===== config.mk =====
export PLATFORM = sky130hd
export DESIGN_NAME = activation_pack
export DESIGN_NICKNAME = d
export VERILOG_FILES = /design/src/rtl/activation_pack_pkg.sv /design/src/rtl/activation_fifo.sv /design/src/rtl/activation_pack.sv
export SDC_FILE = /design/constraint.sdc
export NUM_CORES = 1
export LEC_CHECK = 0
export BUFFER_PORTS_ARGS = -buffer_cell sky130_fd_sc_hd__buf_2
export CAP_MARGIN = 20
export CORE_MARGIN = 4
export CORE_UTILIZATION = 62
export DETAILED_ROUTE_END_ITERATION = 7
export MAX_ROUTING_LAYER = met4
export PLACE_DENSITY_LB_ADDON = 0.12
export SETUP_SLACK_MARGIN = 0.3
export SLEW_MARGIN = 40
export SYNTH_ARGS = -nofsm -noshare
export SYNTH_HDL_FRONTEND = slang
export SYNTH_SLANG_ARGS = --single-unit

===== constraint.sdc =====
create_clock -name clk -period 4.35 [get_ports clk]
set_clock_uncertainty 0.15 [all_clocks]
set_input_delay 0.2175 -clock clk [delete_from_list [all_inputs] [get_ports clk]]
set_output_delay 0.2175 -clock clk [all_outputs]
set_load 0.02 [all_outputs]

===== src/rtl/activation_pack_pkg.sv =====
// activation_pack_pkg: shared neural-network definitions for the activation
// packing slice. Holds the default activation width and pack factor, the
// matching saturation bounds, and helpers that derive the bounds for any
// output width.
package activation_pack_pkg;

  function automatic int sat_max(input int unsigned width);
    return (1 << (width - 1)) - 1;
  endfunction

  function automatic int sat_min(input int unsigned width);
    return -(1 << (width - 1));
  endfunction

  localparam int unsigned ACT_OUTPUT_BITWIDTH = 8;
  localparam int unsigned ACT_LOG2_PACK       = 3;
  localparam int          ACT_SAT_MAX         = sat_max(ACT_OUTPUT_BITWIDTH);
  localparam int          ACT_SAT_MIN         = sat_min(ACT_OUTPUT_BITWIDTH);

endpackage


===== src/rtl/activation_fifo.sv =====
// activation_fifo: small synchronous FIFO of packed output words. Each slot
// holds {last, keep, data}. A push into a full FIFO succeeds only when a pop
// happens in the same cycle; otherwise it is dropped and drop_o pulses.
// Ports:
//   clk_i, rst_ni          clock, asynchronous active-low reset
//   push_i, data_i,
//   keep_i, last_i         write side (one entry per push)
//   ready_i                consumer ready; pop = valid_o & ready_i
//   valid_o, data_o,
//   keep_o, last_o         head entry, stable until popped
//   drop_o                 push rejected this cycle (FIFO full, no pop)
module activation_fifo #(
  parameter int unsigned DATA_W     = 64,
  parameter int unsigned KEEP_W     = 8,
  parameter int unsigned LOG2_DEPTH = 2
) (
  input  logic              clk_i,
  input  logic              rst_ni,
  input  logic              push_i,
  input  logic [DATA_W-1:0] data_i,
  input  logic [KEEP_W-1:0] keep_i,
  input  logic              last_i,
  input  logic              ready_i,
  output logic              valid_o,
  output logic [DATA_W-1:0] data_o,
  output logic [KEEP_W-1:0] keep_o,
  output logic              last_o,
  output logic              drop_o
);

  localparam int unsigned DEPTH   = 1 << LOG2_DEPTH;
  localparam int unsigned ENTRY_W = DATA_W + KEEP_W + 1;

  logic [ENTRY_W-1:0]  mem_q [DEPTH];
  logic [LOG2_DEPTH:0] wr_q, rd_q;
  logic                empty, full, pop, wr_en;
  logic [ENTRY_W-1:0]  head;

  // Pointers carry one extra wrap bit to tell full from empty.
  assign empty = (wr_q == rd_q);
  assign full  = (wr_q[LOG2_DEPTH] != rd_q[LOG2_DEPTH]) &&
                 (wr_q[LOG2_DEPTH-1:0] == rd_q[LOG2_DEPTH-1:0]);
  assign pop    = !empty && ready_i;
  assign wr_en  = push_i && (!full || pop);
  assign drop_o = push_i && full && !pop;

  always_ff @(posedge clk_i or negedge rst_ni) begin
    if (!rst_ni) begin
      wr_q <= '0;
      rd_q <= '0;
      for (int unsigned i = 0; i < DEPTH; i++) mem_q[i] <= '0;
    end else begin
      if (wr_en) begin
        mem_q[wr_q[LOG2_DEPTH-1:0]] <= {last_i, keep_i, data_i};
        wr_q <= wr_q + 1'b1;
      end
      if (pop) rd_q <= rd_q + 1'b1;
    end
  end

  assign head    = mem_q[rd_q[LOG2_DEPTH-1:0]];
  assign valid_o = !empty;
  assign data_o  = head[DATA_W-1:0];
  assign keep_o  = head[DATA_W +: KEEP_W];
  assign last_o  = head[ENTRY_W-1];

endmodule


===== src/rtl/activation_pack.sv =====
// activation_pack: requantizes signed integrated values (rounding arithmetic
// right shift + saturation), packs 2**LOG2_PACK activations per output word
// and streams the words out over AXI-Stream through activation_fifo.
// Build option: define ACTIVATION_RELU_EN to clamp negative results to 0.
// Ports:
//   clk, rst_n                         clock, asynchronous active-low reset
//   s_integration_tdata/tvalid         input values (no back-pressure)
//   shift_amount                       requantization right shift 0..15
//   num_outputs                        values per vector (0 treated as 1)
//   m_axis_tdata/tkeep/tvalid/
//   m_axis_tready/tlast                packed output stream
//   overflow                           sticky: a packed word was dropped
module activation_pack
  import activation_pack_pkg::*;
#(
  parameter int unsigned VALUE_BITWIDTH         = 16,
  parameter int unsigned OUTPUT_BITWIDTH        = ACT_OUTPUT_BITWIDTH,
  parameter int unsigned LOG2_PACK              = ACT_LOG2_PACK,
  parameter int unsigned CYCLE_COUNTER_BITWIDTH = 10,
  parameter int unsigned LOG2_FIFO_DEPTH        = 2
) (
  input  logic                                   clk,
  input  logic                                   rst_n,
  input  logic [VALUE_BITWIDTH-1:0]              s_integration_tdata,
  input  logic                                   s_integration_tvalid,
  input  logic [3:0]                             shift_amount,
  input  logic [CYCLE_COUNTER_BITWIDTH-1:0]      num_outputs,
  output logic [OUTPUT_BITWIDTH*(2**LOG2_PACK)-1:0] m_axis_tdata,
  output logic [(2**LOG2_PACK)-1:0]              m_axis_tkeep,
  output logic                                   m_axis_tvalid,
  input  logic                                   m_axis_tready,
  output logic                                   m_axis_tlast,
  output logic                                   overflow
);

  localparam int unsigned PACK   = 1 << LOG2_PACK;
  localparam int unsigned WORD_W = OUTPUT_BITWIDTH * PACK;
  localparam int unsigned EXT_W  = VALUE_BITWIDTH + 1;
  localparam int unsigned CNT_W  = CYCLE_COUNTER_BITWIDTH;
  localparam logic signed [EXT_W-1:0] SAT_HI = EXT_W'(sat_max(OUTPUT_BITWIDTH));
  localparam logic signed [EXT_W-1:0] SAT_LO = EXT_W'(sat_min(OUTPUT_BITWIDTH));

  // ---------------- stage 1: requantize ----------------
  logic                       q1_valid_q;
  logic [OUTPUT_BITWIDTH-1:0] q1_data_q, q1_data_d;
  logic [CNT_W-1:0]           q1_num_q;
  logic signed [EXT_W-1:0]    ext, rnd, shf;
  logic [EXT_W-1:0]           half;

  always_comb begin
    ext  = {s_integration_tdata[VALUE_BITWIDTH-1], s_integration_tdata};
    half = '0;
    if (shift_amount != 4'd0) half = EXT_W'(1) << (shift_amount - 4'd1);
    rnd = ext + signed'(half);
    shf = rnd >>> shift_amount;
`ifdef ACTIVATION_RELU_EN
    if (shf[EXT_W-1]) shf = '0;
`endif
    if (shf > SAT_HI)      q1_data_d = SAT_HI[OUTPUT_BITWIDTH-1:0];
    else if (shf < SAT_LO) q1_data_d = SAT_LO[OUTPUT_BITWIDTH-1:0];
    else                   q1_data_d = shf[OUTPUT_BITWIDTH-1:0];
  end

  // num_outputs travels with its value so the vector length is the one
  // present when the vector's first value arrived.
  always_ff @(posedge clk or negedge rst_n) begin
    if (!rst_n) begin
      q1_valid_q <= 1'b0;
      q1_data_q  <= '0;
      q1_num_q   <= '0;
    end else begin
      q1_valid_q <= s_integration_tvalid;
      if (s_integration_tvalid) begin
        q1_data_q <= q1_data_d;
        q1_num_q  <= num_outputs;
      end
    end
  end

  // ---------------- stage 2: pack ----------------
  logic [LOG2_PACK-1:0] lane_q, lane_d;
  logic [CNT_W-1:0]     cnt_q, cnt_d, num_q, num_d, num_raw, num_eff;
  logic [WORD_W-1:0]    word_q, word_d, word_next;
  logic [PACK-1:0]      keep_next;
  logic                 is_last, complete, push;

  always_comb begin
    num_raw = (cnt_q == '0) ? q1_num_q : num_q;
    num_eff = (num_raw == '0) ? CNT_W'(1) : num_raw;
    word_next = word_q;
    word_next[lane_q*OUTPUT_BITWIDTH +: OUTPUT_BITWIDTH] = q1_data_q;
    for (int unsigned i = 0; i < PACK; i++) keep_next[i] = (i <= 32'(lane_q));
    is_last  = (cnt_q == num_eff - CNT_W'(1));
    complete = (lane_q == '1) || is_last;
    push     = q1_valid_q && complete;

    lane_d = lane_q;
    cnt_d  = cnt_q;
    num_d  = num_q;
    word_d = word_q;
    if (q1_valid_q) begin
      if (cnt_q == '0) num_d = num_eff;
      if (complete) begin
        word_d = '0;
        lane_d = '0;
        cnt_d  = is_last ? '0 : cnt_q + CNT_W'(1);
      end else begin
        word_d = word_next;
        lane_d = lane_q + 1'b1;
        cnt_d  = cnt_q + CNT_W'(1);
      end
    end
  end

  always_ff @(posedge clk or negedge rst_n) begin
    if (!rst_n) begin
      lane_q <= '0;
      cnt_q  <= '0;
      num_q  <= '0;
      word_q <= '0;
    end else begin
      lane_q <= lane_d;
      cnt_q  <= cnt_d;
      num_q  <= num_d;
      word_q <= word_d;
    end
  end

  // ---------------- output FIFO ----------------
  logic fifo_drop;

  activation_fifo #(
    .DATA_W    (WORD_W),
    .KEEP_W    (PACK),
    .LOG2_DEPTH(LOG2_FIFO_DEPTH)
  ) u_fifo (
    .clk_i  (clk),
    .rst_ni (rst_n),
    .push_i (push),
    .data_i (word_next),
    .keep_i (keep_next),
    .last_i (is_last),
    .ready_i(m_axis_tready),
    .valid_o(m_axis_tvalid),
    .data_o (m_axis_tdata),
    .keep_o (m_axis_tkeep),
    .last_o (m_axis_tlast),
    .drop_o (fifo_drop)
  );

  logic overflow_q;

  always_ff @(posedge clk or negedge rst_n) begin
    if (!rst_n)         overflow_q <= 1'b0;
    else if (fifo_drop) overflow_q <= 1'b1;
  end

  assign overflow = overflow_q;

endmodule

==> metrics.md <==
| Metric | Value |
|---|---|
| Final number of setup-violating endpoints | 0 |
| Worst R2R Path Depth | 17 |
| Flop and latch count out of synthesis | 405 |
| Maximum number of pins on one net before global-route repair | 107 |
| Number of instances in the synthesized netlist | around 1,700 |
| End of the worst register-to-register path | u_fifo.mem_q[169]$_DFFE_PN0P_ |
| Warning count from the yosys run | 0 |
| Arrival time reported for the critical path endpoint | 4.22 ns |
| Synth top area share | 48.9% |
| Post-Synthesis Net Count | 1,730 |
| Path type of the worst setup path | register to register |
| Compound-gate portion of the synthesized area | 7.47% |
| Max Clock Freq | 0.255 GHz |
| Critical path peak fanout | 17 |
| Power per cell area | 596 nW/um^2 |
| Mean post-synth cell area | 12.4 um^2 |
| Critical path capture point type | register |
| Pins over their slew limit | 0 |
| VDD IR max | 0.487 mV |
| Clk Tree Root Cell | sky130_fd_sc_hd__clkbuf_16 |
| Worst-Margin Slew | 0.817 ns |
| Number of global-route vias before repair | 14,811 |
| Portion of the post-synthesis area used by sequential elements | 48.9% |
| Post-Synth Adder-Cell Area | 1.91% |
| Placed wire-length estimate after detailed placement | 30,800 um |
| Starting Density | 63.2% |
| Die Width | ~190 um |
| Count of nets after finishing | 1,885 |
| Post-synthesis xor/xnor area fraction | 1.48% |
| Fin util | 73.1% |
| Path category of the worst min-delay check | input port to asynchronous set/reset pin |
| Synth async-reset ratio | 100% |
| Reg2Reg Launch Point | cnt_q[0]$_DFFE_PN0P_ |
| Maximum buffer depth of the clock tree | 3 |
| Worst setup SP type | register |
| CTS tree | done |
| I/O Pins | 109 |
| Tightest hold margin | approximately 0.027 ns |
| Post-Synthesis Cell Area | 20,700 um^2 |
| Slack of the worst reg-to-reg path | 0.43 ns |
| CTS Buf Count | 43 |
| Area inside the core boundary | 32,800 um^2 |
| Fraction of final layout cells with drive strength greater than 1 | a little under a quarter |
| Leading cell types in the layout, fill and taps excluded | sky130_fd_sc_hd__dfrtp_1, sky130_fd_sc_hd__mux2_1, sky130_fd_sc_hd__inv_1, sky130_fd_sc_hd__buf_2, sky130_fd_sc_hd__nand2_1 |
| Most common library cell in the layout ignoring fill and taps | sky130_fd_sc_hd__dfrtp_1 |
| Die Height | 191 um |
| Latest clock arrival within the worst-skew pair | roughly 0.57 ns |
| Final instance count without filler cells | 2,295 |
| Number of enable flip-flop cells after synthesis | 0 |
| Max H-tree Level | 2 |
| Post-Route Setup TNS | 0 ns |
| Outcome | complete, no violations |
| Full die area | between 30,000 and 40,000 um^2 |
| Site row count | 66 |
| Total via count in the routed design | 14,095 |
| Count of antenna-violating nets left after detailed routing | 0 |
| Final hold vios | 0 |
| # port buffers | around 110 |
| RSZ-0062 raised after global routing | yes |
| Library cells used by synthesis | 84 |
| Wire length of the first global-routing pass | 79,300 um |
| Grt total ovfl | 0 |
| Average routed wire per standard cell | between 20 and 25 um |
| Post-Place Cells | 2,176 |
| Largest cells by area after synthesis | sky130_fd_sc_hd__dfrtp_1, sky130_fd_sc_hd__mux2_1, sky130_fd_sc_hd__mux4_2 |
| Multiplexer share of the synthesized area | 28.1% |
| Post-layout min period | 3.92 ns |
| Number of max-capacitance violations reported | 0 |
| Basic-gate share of the synthesized area counting and, or, nand and nor cells | ~6.5% |
| Vias per std cell | 6.14 |
| Final Wtd Congestion | 0.898 |
| Total chip power | between 10,000 and 15,000 uW |
| Antenna violations before repair | 1 |
| Main synth FF type | sky130_fd_sc_hd__dfrtp_1 |
| DR pass1 iterations | 5 |
| Overall routed net length | 51,300 um |
| Setup crit end | u_fifo.mem_q[169]$_DFFE_PN0P_ |
| Drc violations | 0 |
| Worst setup path startpoint | cnt_q[0]$_DFFE_PN0P_ |
| GRT Util Overall | 28.0% |
| Combinational family with the most area after synthesis | multiplexers |
| Clock transition at path regs | 0.06 ns |
| CTS sink cnt | 405 |
| Crit share post-route | 90.2% |
| Layout overhead on the synthesized area | 15.6% |
| 1st-iter DRT viols | 1,076 |
| Biggest area consumer among synthesized cells | sky130_fd_sc_hd__dfrtp_1 |
| Leak | 0.0118 uW |
| Rel. slew slack | 45.6% |
| Crit path required time | 4.65 ns |
[cell usage after synthesis, drive strengths merged (4+ instances only)]
master / number
a211oi: 7
a21o: 5
a21oi: 41
a31oi: 4
a32oi: 4
and2: 10
and3: 4
buf: 58
clkbuf: 37
dfrtp: 405
ha: 30
inv: 144
mux2: 347
mux2i: 18
mux4: 77
nand2: 105
nand2b: 6
nand3: 21
nand4: 9
nor2: 55
nor2b: 10
nor3: 14
nor4: 4
o211a: 5
o211ai: 6
o21ai: 54
o22a: 9
o22ai: 71
or2: 9
or3: 4
or4: 6
xnor2: 19
xor2: 16
[through the flow]
stage,area (um^2),setup slack [ns]
after global routing,24000,0.254
final,24000,0.426
after floorplan,20700,0.304
after CTS,23500,0.307
after global placement,21800,0.223
after detailed placement,21800,0.111
[worst min-delay path by stage]
| stage | startpoint | to | slack, ns | cells after the start |
|---|---|---|---|---|
| floorplan | rst_n | cnt_q[0]$_DFFE_PN0P_ | -0.23 | 0 |
| global placement | rst_n | u_fifo.mem_q[284]$_DFFE_PN0P_ | 0.23 | 1 |
| detailed placement | rst_n | u_fifo.mem_q[138]$_DFFE_PN0P_ | 0.009 | 1 |
| CTS | rst_n | u_fifo.mem_q[65]$_DFFE_PN0P_ | 0.03 | 2 |
| global route | rst_n | u_fifo.mem_q[285]$_DFFE_PN0P_ | 0.06 | 2 |
| finish | rst_n | u_fifo.mem_q[67]$_DFFE_PN0P_ | 0.03 | 2 |
[kinds of logic (layout without fill, tap and decap cells)]
family          Yosys count  count (layout)
mux                     442             442
flops                   405             405
simple gates            272             272
buf+inv                 240             427
compound gates          239             239
xor+xnor                 35              35
fa+ha+maj                31              31
other cells               1               2
[power by group]
part / leakage (uW) / switching, uW / internal, uW / total (uW)
clock: 0.000704 / 1510 / 2140 / 3660
sequential: 0.00546 / 770 / 4880 / 5650
combinational: 0.00560 / 2770 / 2210 / 4980
total: 0.0118 / 5060 / 9240 / 14300
[area by class of cell]
type / count / area, um^2
sequential: 405 / 10100
multi-input combinational: 1020 / 9490
fill: 2237 / 8820
timing repair buffer: 205 / 1800
clock buffer: 64 / 1260
tap: 442 / 553
inverter: 145 / 544
clock inverter: 13 / 163
antenna: 1 / 2.50
[state kept, by name (all words and copies together) (netlist names)]
signal	cells
q1_data_q	8
u_fifo.mem_q	292
q1_valid_q	1
u_fifo.wr_q	3
overflow	1
q1_num_q	10
cnt_q	10
u_fifo.rd_q	3
num_q	10
lane_q	3
word_q	64
[worst max-delay path, cell delays in order, from the launching register on]
cell,delay [ns]
sky130_fd_sc_hd__dfrtp_1,0.41
sky130_fd_sc_hd__inv_2,0.09
sky130_fd_sc_hd__ha_1,0.15
sky130_fd_sc_hd__nor4b_4,0.27
sky130_fd_sc_hd__nand3_4,0.13
sky130_fd_sc_hd__buf_12,0.18
sky130_fd_sc_hd__a21o_1,0.18
sky130_fd_sc_hd__ha_2,0.22
sky130_fd_sc_hd__xor2_2,0.18
sky130_fd_sc_hd__xnor2_1,0.14
sky130_fd_sc_hd__a21oi_1,0.15
sky130_fd_sc_hd__o2111ai_2,0.16
sky130_fd_sc_hd__nor4_4,0.35
sky130_fd_sc_hd__nor2_4,0.13
sky130_fd_sc_hd__nor2b_4,0.19
sky130_fd_sc_hd__buf_12,0.18
sky130_fd_sc_hd__clkbuf_16,0.20
sky130_fd_sc_hd__mux2_1,0.33
[metal layers]
layer	GRT usage [%]	wire (um)
met5	-	0
met4	7.57	1380
met3	3.68	2370
met2	46.5	25600
met1	37.1	22000
[timing repair]
| action | CTS | global route |
|---|---|---|
| gates resized for setup | 10 | 21 |
| setup buffers | 4 | 10 |
| hold buffers | 13 | 0 |
| pin swaps | 2 | 2 |
| endpoints found under the setup margin | 283 | 323 |
| gates cloned | 2 | 12 |
| endpoints found under the hold margin | 215 | 0 |
(Power assumes the default switching activity.)
